File: src/rtl/io_mmio_ctrl_pkg.sv
// Shared IO-region defines: address offsets, region tag, FIFO depth and the bus decode helper.
// Pure declarations; no state.
package io_mmio_ctrl_pkg;

   localparam logic [3:0] IO_REGION     = 4'h8;
   localparam int         IO_FIFO_DEPTH = 8;

   localparam logic [7:0] IO_UART_CTRL = 8'h00;
   localparam logic [7:0] IO_UART_RX   = 8'h04;
   localparam logic [7:0] IO_UART_TX   = 8'h08;
   localparam logic [7:0] IO_CYC_CNT   = 8'h10;
   localparam logic [7:0] IO_INST_CNT  = 8'h14;
   localparam logic [7:0] IO_CNT_RST   = 8'h18;

   typedef struct packed {
      logic       rd;
      logic       tx_push;
      logic       rx_pop_req;
      logic       cnt_clr;
      logic [7:0] off;
   } io_dec_t;

   // A write wins over a same-cycle read: the read strobe is suppressed.
   function automatic io_dec_t io_decode(input logic [3:0] tag, input logic [7:0] off,
                                         input logic [3:0] wea, input logic re);
      io_dec_t d;
      logic    hit;
      logic    wr;
      hit          = (tag == IO_REGION);
      wr           = |wea;
      d.off        = off;
      d.rd         = hit && re && !wr;
      d.tx_push    = hit && wr && (off == IO_UART_TX);
      d.rx_pop_req = d.rd && (off == IO_UART_RX);
      d.cnt_clr    = hit && wr && (off == IO_CNT_RST);
      return d;
   endfunction

endpackage

File: src/rtl/io_fifo.sv
// First-word fall-through FIFO; head visible combinationally, push/pop take effect on the edge.
// Push while full is dropped unless a pop happens in the same cycle; pop while empty is ignored.
module io_fifo #(
   parameter int WIDTH = 8,
   parameter int DEPTH = 8
) (
   input  logic             clk,
   input  logic             reset,
   input  logic             push,
   input  logic [WIDTH-1:0] push_dat,
   input  logic             pop,
   output logic [WIDTH-1:0] pop_dat,
   output logic             full,
   output logic             empty
);
   localparam int PW = $clog2(DEPTH);
   localparam int CW = $clog2(DEPTH + 1);

   logic [WIDTH-1:0] mem [DEPTH];
   logic [PW-1:0]    wr_ptr;
   logic [PW-1:0]    rd_ptr;
   logic [CW-1:0]    count;
   logic             push_ok;
   logic             pop_ok;

   function automatic logic [PW-1:0] nxt(input logic [PW-1:0] p);
      return (p == PW'(DEPTH - 1)) ? '0 : p + PW'(1);
   endfunction

   assign full    = (count == CW'(DEPTH));
   assign empty   = (count == '0);
   assign pop_ok  = pop && !empty;
   assign push_ok = push && (!full || pop_ok);
   assign pop_dat = mem[rd_ptr];

   always_ff @(posedge clk) begin
      if (push_ok) mem[wr_ptr] <= push_dat;
   end

   always_ff @(posedge clk) begin
      if (reset) begin
         wr_ptr <= '0;
         rd_ptr <= '0;
         count  <= '0;
      end else begin
         if (push_ok) wr_ptr <= nxt(wr_ptr);
         if (pop_ok)  rd_ptr <= nxt(rd_ptr);
         count <= count + CW'(push_ok) - CW'(pop_ok);
      end
   end

endmodule

File: src/rtl/io_mmio_ctrl.sv
// Memory-mapped IO block: UART TX/RX FIFOs plus cycle/instruction counters; dout has 1-cycle latency.
// TX stalls on tx_ready, RX backpressures via rx_ready (FIFO not full); full TX writes are dropped.
module io_mmio_ctrl
   import io_mmio_ctrl_pkg::*;
(
   input  logic        clk,
   input  logic        reset,
   input  logic [31:0] mem_adr,
   input  logic [31:0] mem_wdata,
   input  logic [3:0]  wea,
   input  logic        mem_re,
   input  logic        instr_retire,
   output logic [31:0] dout,
   output logic [7:0]  tx_data,
   output logic        tx_valid,
   input  logic        tx_ready,
   input  logic [7:0]  rx_data,
   input  logic        rx_valid,
   output logic        rx_ready
);
   io_dec_t     dec;
   logic        tx_full, tx_empty, tx_pop;
   logic        rx_full, rx_empty, rx_pop, rx_push;
   logic [7:0]  rx_head;
   logic [31:0] cycle_cnt;
   logic [31:0] instr_cnt;
   logic [31:0] rd_dat;
   logic        unused_bits;

   assign unused_bits = ^{mem_adr[27:8], mem_wdata[31:8]};
   assign dec         = io_decode(mem_adr[31:28], mem_adr[7:0], wea, mem_re);

   assign tx_valid = !tx_empty;
   assign tx_pop   = tx_valid && tx_ready;
   assign rx_ready = !rx_full;
   assign rx_push  = rx_valid && rx_ready;
   assign rx_pop   = dec.rx_pop_req && !rx_empty;

   io_fifo #(.WIDTH(8), .DEPTH(IO_FIFO_DEPTH)) u_tx_fifo (
      .clk(clk), .reset(reset),
      .push(dec.tx_push), .push_dat(mem_wdata[7:0]),
      .pop(tx_pop), .pop_dat(tx_data),
      .full(tx_full), .empty(tx_empty)
   );

   io_fifo #(.WIDTH(8), .DEPTH(IO_FIFO_DEPTH)) u_rx_fifo (
      .clk(clk), .reset(reset),
      .push(rx_push), .push_dat(rx_data),
      .pop(rx_pop), .pop_dat(rx_head),
      .full(rx_full), .empty(rx_empty)
   );

   always_comb begin
      rd_dat = '0;
      if (dec.rd) begin
         case (dec.off)
            IO_UART_CTRL: rd_dat = {30'b0, !rx_empty, !tx_full};
            IO_UART_RX:   rd_dat = rx_empty ? 32'd0 : {24'b0, rx_head};
            IO_CYC_CNT:   rd_dat = cycle_cnt;
            IO_INST_CNT:  rd_dat = instr_cnt;
            default:      rd_dat = '0;
         endcase
      end
   end

   // Counter reads sample the pre-edge value because rd_dat is taken from the current registers.
   always_ff @(posedge clk) begin
      if (reset) begin
         cycle_cnt <= '0;
         instr_cnt <= '0;
         dout      <= '0;
      end else begin
         dout <= rd_dat;
         if (dec.cnt_clr) begin
            cycle_cnt <= '0;
            instr_cnt <= '0;
         end else begin
            cycle_cnt <= cycle_cnt + 32'd1;
            instr_cnt <= instr_cnt + 32'(instr_retire);
         end
      end
   end

endmodule

File: config.mk
export PLATFORM = sky130hd
export DESIGN_NAME = io_mmio_ctrl
export DESIGN_NICKNAME = d
export VERILOG_FILES = /design/src/rtl/io_mmio_ctrl_pkg.sv /design/src/rtl/io_fifo.sv /design/src/rtl/io_mmio_ctrl.sv
export SDC_FILE = /design/constraint.sdc
export NUM_CORES = 1
export LEC_CHECK = 0
export ABC_CLOCK_PERIOD_IN_PS = 4800
export CAP_MARGIN = 40
export CORE_MARGIN = 1
export CORE_UTILIZATION = 35
export DETAILED_ROUTE_END_ITERATION = 10
export DONT_BUFFER_PORTS = 1
export PLACE_DENSITY = 0.45
export SYNTH_ARGS = -nofsm -noshare
export SYNTH_HDL_FRONTEND = slang
export SYNTH_SLANG_ARGS = --single-unit
File: constraint.sdc
create_clock -name clk -period 4.8 [get_ports clk]
set_clock_uncertainty 0.05 [all_clocks]
set_input_delay 1.44 -clock clk [delete_from_list [all_inputs] [get_ports clk]]
set_output_delay 1.44 -clock clk [all_outputs]
set_load 0.005 [all_outputs]
After elaboration in Yosys (flattened, before gate mapping)
Memory sizes are Yosys's and may differ from the RTL's. A register that Yosys moved wholly into a read port is not among the register bits. Index checks and enable logic that the tools add are counted.

Reductions and logical operators: 26. Mux-type cells: 14. Bitwise logic cells: 1. Add/subtract/negate cells: 10. Equality and inequality tests: 12.

Operator list (count): $pmux 32 s4 (1); $add 32x1->32 (1); $add 32x1->32 const B (1); $eq 8x5->1 const B (3); $mux 3 (8); $logic_and 1x1->1 (13); $add 3x1->3 const B (4); $eq 3x3->1 const B (4); $eq 4x4->1 const B (3); $add 4x1->4 (2); $eq 8x3->1 const B (1); $eq 8x4->1 const B (1); $logic_not 4->1 (2); $logic_not 8->1 (1); $mux 8 (1); $sub 4x1->4 (2); $logic_not 1->1 (5); $mux 1 (4); $reduce_or 2->1 (2); $reduce_or 4->1 (1); $logic_or 1x1->1 (2); $not 1->1 (1).

Flip-flop bits (word level): 116. Memories: 2. Bits in writable memories: 128. Word-level logic and storage cells: 74. Output and inout bits: 42. Input port bits: 82.

Memories: u_rx_fifo.mem (depth 8, bits a word 8, rd ports 1, clocked after memory_dff 1, write ports 1, line io_fifo.sv:19) `logic [WIDTH-1:0] mem [DEPTH];`; u_tx_fifo.mem (depth 8, bits a word 8, rd ports 1, clocked after memory_dff 1, write ports 1, line io_fifo.sv:19).

Logic depth before layout (Yosys ltp)
Word-level depth: 10. Depth in mapped cells: 12. Depth with buffers taken out: 12.

Cells and area by module
A second synthesis with hierarchy kept.

Cell total of the unflattened synthesis: 860. Area, all modules: 10880.4 um2.

By module, submodules not included: io_mmio_ctrl (area each 4400.5 um2, cells each 490, instances 1, seq. area each 1921.8 um2); io_fifo at u_tx_fifo (area each 3241.9 um2, cells each 185, instances 1, seq. area each 2182.1 um2); io_fifo at u_rx_fifo (area each 3238.1 um2, cells each 185, instances 1, seq. area each 2182.1 um2).

Worst setup path before layout
OpenSTA, ideal clock, no wires.

Kind: input -> register. Start: input mem_adr[5]. End: memory u_tx_fifo.mem[2][0], enable pin. Library setup time: 0.398 ns. Path slack: 0.877 ns. Arrival time: 3.475 ns. Stages: 5. Data required time: 4.352 ns. Path buffers: 1. Cells stage by stage: or3_1 buf_2 a211oi_1 nand2_1 nor4b_1.

Longest elaborated chain between the ends: 5.

RTL lines: start, declared (line io_mmio_ctrl.sv:8) `input logic [31:0] mem_adr,`; $eq 8x4->1 (line io_mmio_ctrl_pkg.sv:33) `d.tx_push = hit && wr && (off == IO_UART_TX);`; $logic_and 1x1->1 (line io_mmio_ctrl_pkg.sv:33); $logic_and 1x1->1 (line io_fifo.sv:33) `assign push_ok = push && (!full || pop_ok);`; $mux 1 (line io_fifo.sv:37) `if (push_ok) mem[wr_ptr] <= push_dat;`; $mux 1 (implied by the code) (line io_fifo.sv:37); end, declared (line io_fifo.sv:19).

Every way passes these cells.

==> results.yml <==
outcome:
  outcome: "completed"
synthesis:
  syn_area_per_cell_um2: 12.63
  ys_warn_count: 0
  yosysTopAreaCellShare: 0.3683
  synth_top_flop_cell: "edfxtp_1"
  synth_cells: 826
  synthTopCellsByArea: "edfxtp_1, dfxtp_1, mux4_2"
  async_reset_ff_frac: 0
  ys_seq_elements: 250
  synth_edf_count: 128
  yosysUniqueCellTypes: 54
  syn_area_mm2: 0.01044
  ys_seq_area_frac: 0.6024
  synth_top_cell_by_area: "edfxtp_1"
  syn-num-nets: 933
timing:
  period_minus_slack_ps: 3545
  report.final.slew_viol_count: 0
  rsz0062_at_grt: "no"
  fin_crit_sh: 0.7385
  tns_ps: 0
  tightestPinTransition_ps: 804.6
  finalHoldViolations: 0
  slew_headroom: 0.4565
  setup_viol: 0
  fmax_mhz: 282.1
cts:
  cts.sinks: 250
  htree_levels: 1
  clk_latency_ps: 550
  cts_buffers: 29
  cts.path.max_buffers: 3
  cts_tree: "done"
  ctsResizeCount: 0
  cts-root-buf: "clkbuf_16"
  cts_hold_buf: 0
  clkTransAtPathRegs_ps: 60
  cts_setup_buffers: 0
grt:
  grt_max_degree: 40
  grt_pass1_vias: 6716
  grt_pass1_wl_mm: 37.62
  grt_antenna_before_repair: 0
  grt_usage: 0.1559
  overflow: 0
critical_path:
  startpoint_type: "register"
  cp_max_fo: 16
  worst-setup-path-type: "reg -> out"
  critPathArrivalTime_ps: 2050
  ff2ff_path_depth: 11
  cp_data_required_time_ps: 3310
  end_kind: "primary output"
floorplanning:
  fp-row-count: 62
  start_util: 0.3597
  die-area_mm2: 0.03051
  boundaryPins: 124
  die_x_um: 174.7
  core-area_mm2: 0.02901
  die_h_um: 174.7
layout:
  antenna_cells: 0
  areaGrowthSynthToFinish_pct: 14.08
  register_area_mm2: 0.006286
  fin_area_mm2: 0.01190
  fin_nets: 944
  mostFrequentLayoutCell: "edfxtp_1"
  final_cell_mix: "edfxtp_1, dfxtp_1, nor2_1, a21oi_1, nand2_1"
  fillers: 2774
  multiInputGateArea_mm2: 0.003880
  drive_gt1_frac: 0.1477
worst_hold_path:
  hold_path_class: "reg -> reg"
  hold_depth: 2
placed_design:
  hpwl_mm: 16.50
  place_congestion: 0.7964
  port_buffers: 0
  place_area_mm2: 0.01093
power_and_ir_drop:
  power-per-cell-area_mw_per_mm2: 420.9
  leakage_nw: 3.703
  ir_worst_vdd_v: 0.0002906
  power.total_mw: 5.010
routing:
  antenna_left: 0
  drc: 0
  route.detailed.wl_per_inst_um: 18.88
  drtIter0Drc: 252
  wl_mm: 23.49
  vias: 6625
  via_per_inst: 5.326
  drt_pre_antenna_iters: 5
flow_run:
  cap_violations: 0
-- area by class of cell --
class	count	share of cell area
Clock inverter	7	0.007883
Tap cell	384	0.04036
Clock buffer	47	0.07379
Sequential cell	250	0.5281
Timing Repair Buffer	23	0.01545
Multi-Input combinational cell	506	0.3259
Inverter	27	0.008514
-- cells in the mapped netlist, types with 3 or more instances --
cell,count
a21oi_1,49
nor4b_1,4
mux2_2,9
clkbuf_1,21
nor2b_1,4
or4_1,33
or3_1,18
nor3_1,11
and4_1,6
xor2_1,7
and2_1,4
mux2i_1,14
nand3_1,25
buf_1,6
nand4_1,20
dfxtp_1,122
a21o_1,3
o31ai_1,24
nand2_1,39
mux4_2,32
o21ai_0,18
edfxtp_1,128
o22ai_1,7
nor4_1,12
inv_1,27
a22oi_1,26
and3_1,7
nor2_1,61
nor3b_1,4
nand2b_1,5
buf_2,9
ha_1,23
xnor2_1,21
-- critical path, cell delays in order, from the launching register on --
cell	delay, ps
dfxtp_1	310
buf_4	320
mux4_2	560
mux2_2	310
-- through the flow --
stage          setup slack, ps  utilization  std cells  hold WS, ps
2_1_floorplan            877.2            -        826        392.3
3_3_place_gp             966.3       0.3741       1181        409.7
3_5_place_dp             939.0       0.3768       1190        431.7
4_1_cts                   1193       0.4103       1244        438.7
5_1_grt                   1138       0.4103       1244        475.2
6_report                  1255       0.4103       1244        432.4
-- layer usage --
metal | wire (um) | vias to the layer above | global-route usage
met5 | 0 | - | 0
met4 | 551 | 0 | 0.03986
met3 | 1088 | 35 | 0.03460
met2 | 11790 | 125 | 0.2710
met1 | 10060 | 3290 | 0.1952
li1 | - | 3175 | -
-- logic make-up (layout without fill, tap and decap cells) --
family,after synthesis,in the layout,synth area share
buf+inv,70,104,0.02950
mux,55,55,0.09221
fa+ha+maj,25,25,0.03142
flops,250,250,0.6024
xor+xnor,28,28,0.02350
simple gates,266,266,0.1423
compound gates,132,132,0.07866
-- where the power goes --
part,switching (mW),internal (mW),leakage (nW)
clock,0.834,1.35,0.477
sequential,0.0412,2.31,2.14
combinational,0.237,0.234,1.08
total,1.11,3.90,3.70
-- worst paths after layout --
path	from	endpoint	slack (ps)
max reg2reg	u_rx_fifo.count[2]$_SDFF_PP0_	u_rx_fifo.count[2]$_SDFF_PP0_	2170
max	register	tx_data[0]	1260
min	u_tx_fifo.rd_ptr[2]$_SDFFE_PP0P_	register	430
min reg2reg	u_tx_fifo.rd_ptr[2]$_SDFFE_PP0P_	register	430
-- registers in the layout (all words and copies together), names as in the netlist, named ones only --
signal	flops
u_rx_fifo.wr_ptr	3
u_rx_fifo.count	4
dout	32
u_rx_fifo.rd_ptr	3
instr_cnt	32
u_tx_fifo.wr_ptr	3
cycle_cnt	32
u_tx_fifo.rd_ptr	3
u_tx_fifo.mem	64
u_rx_fifo.mem	64
u_tx_fifo.count	4
Note: power is estimated with default switching activity, not from simulation.
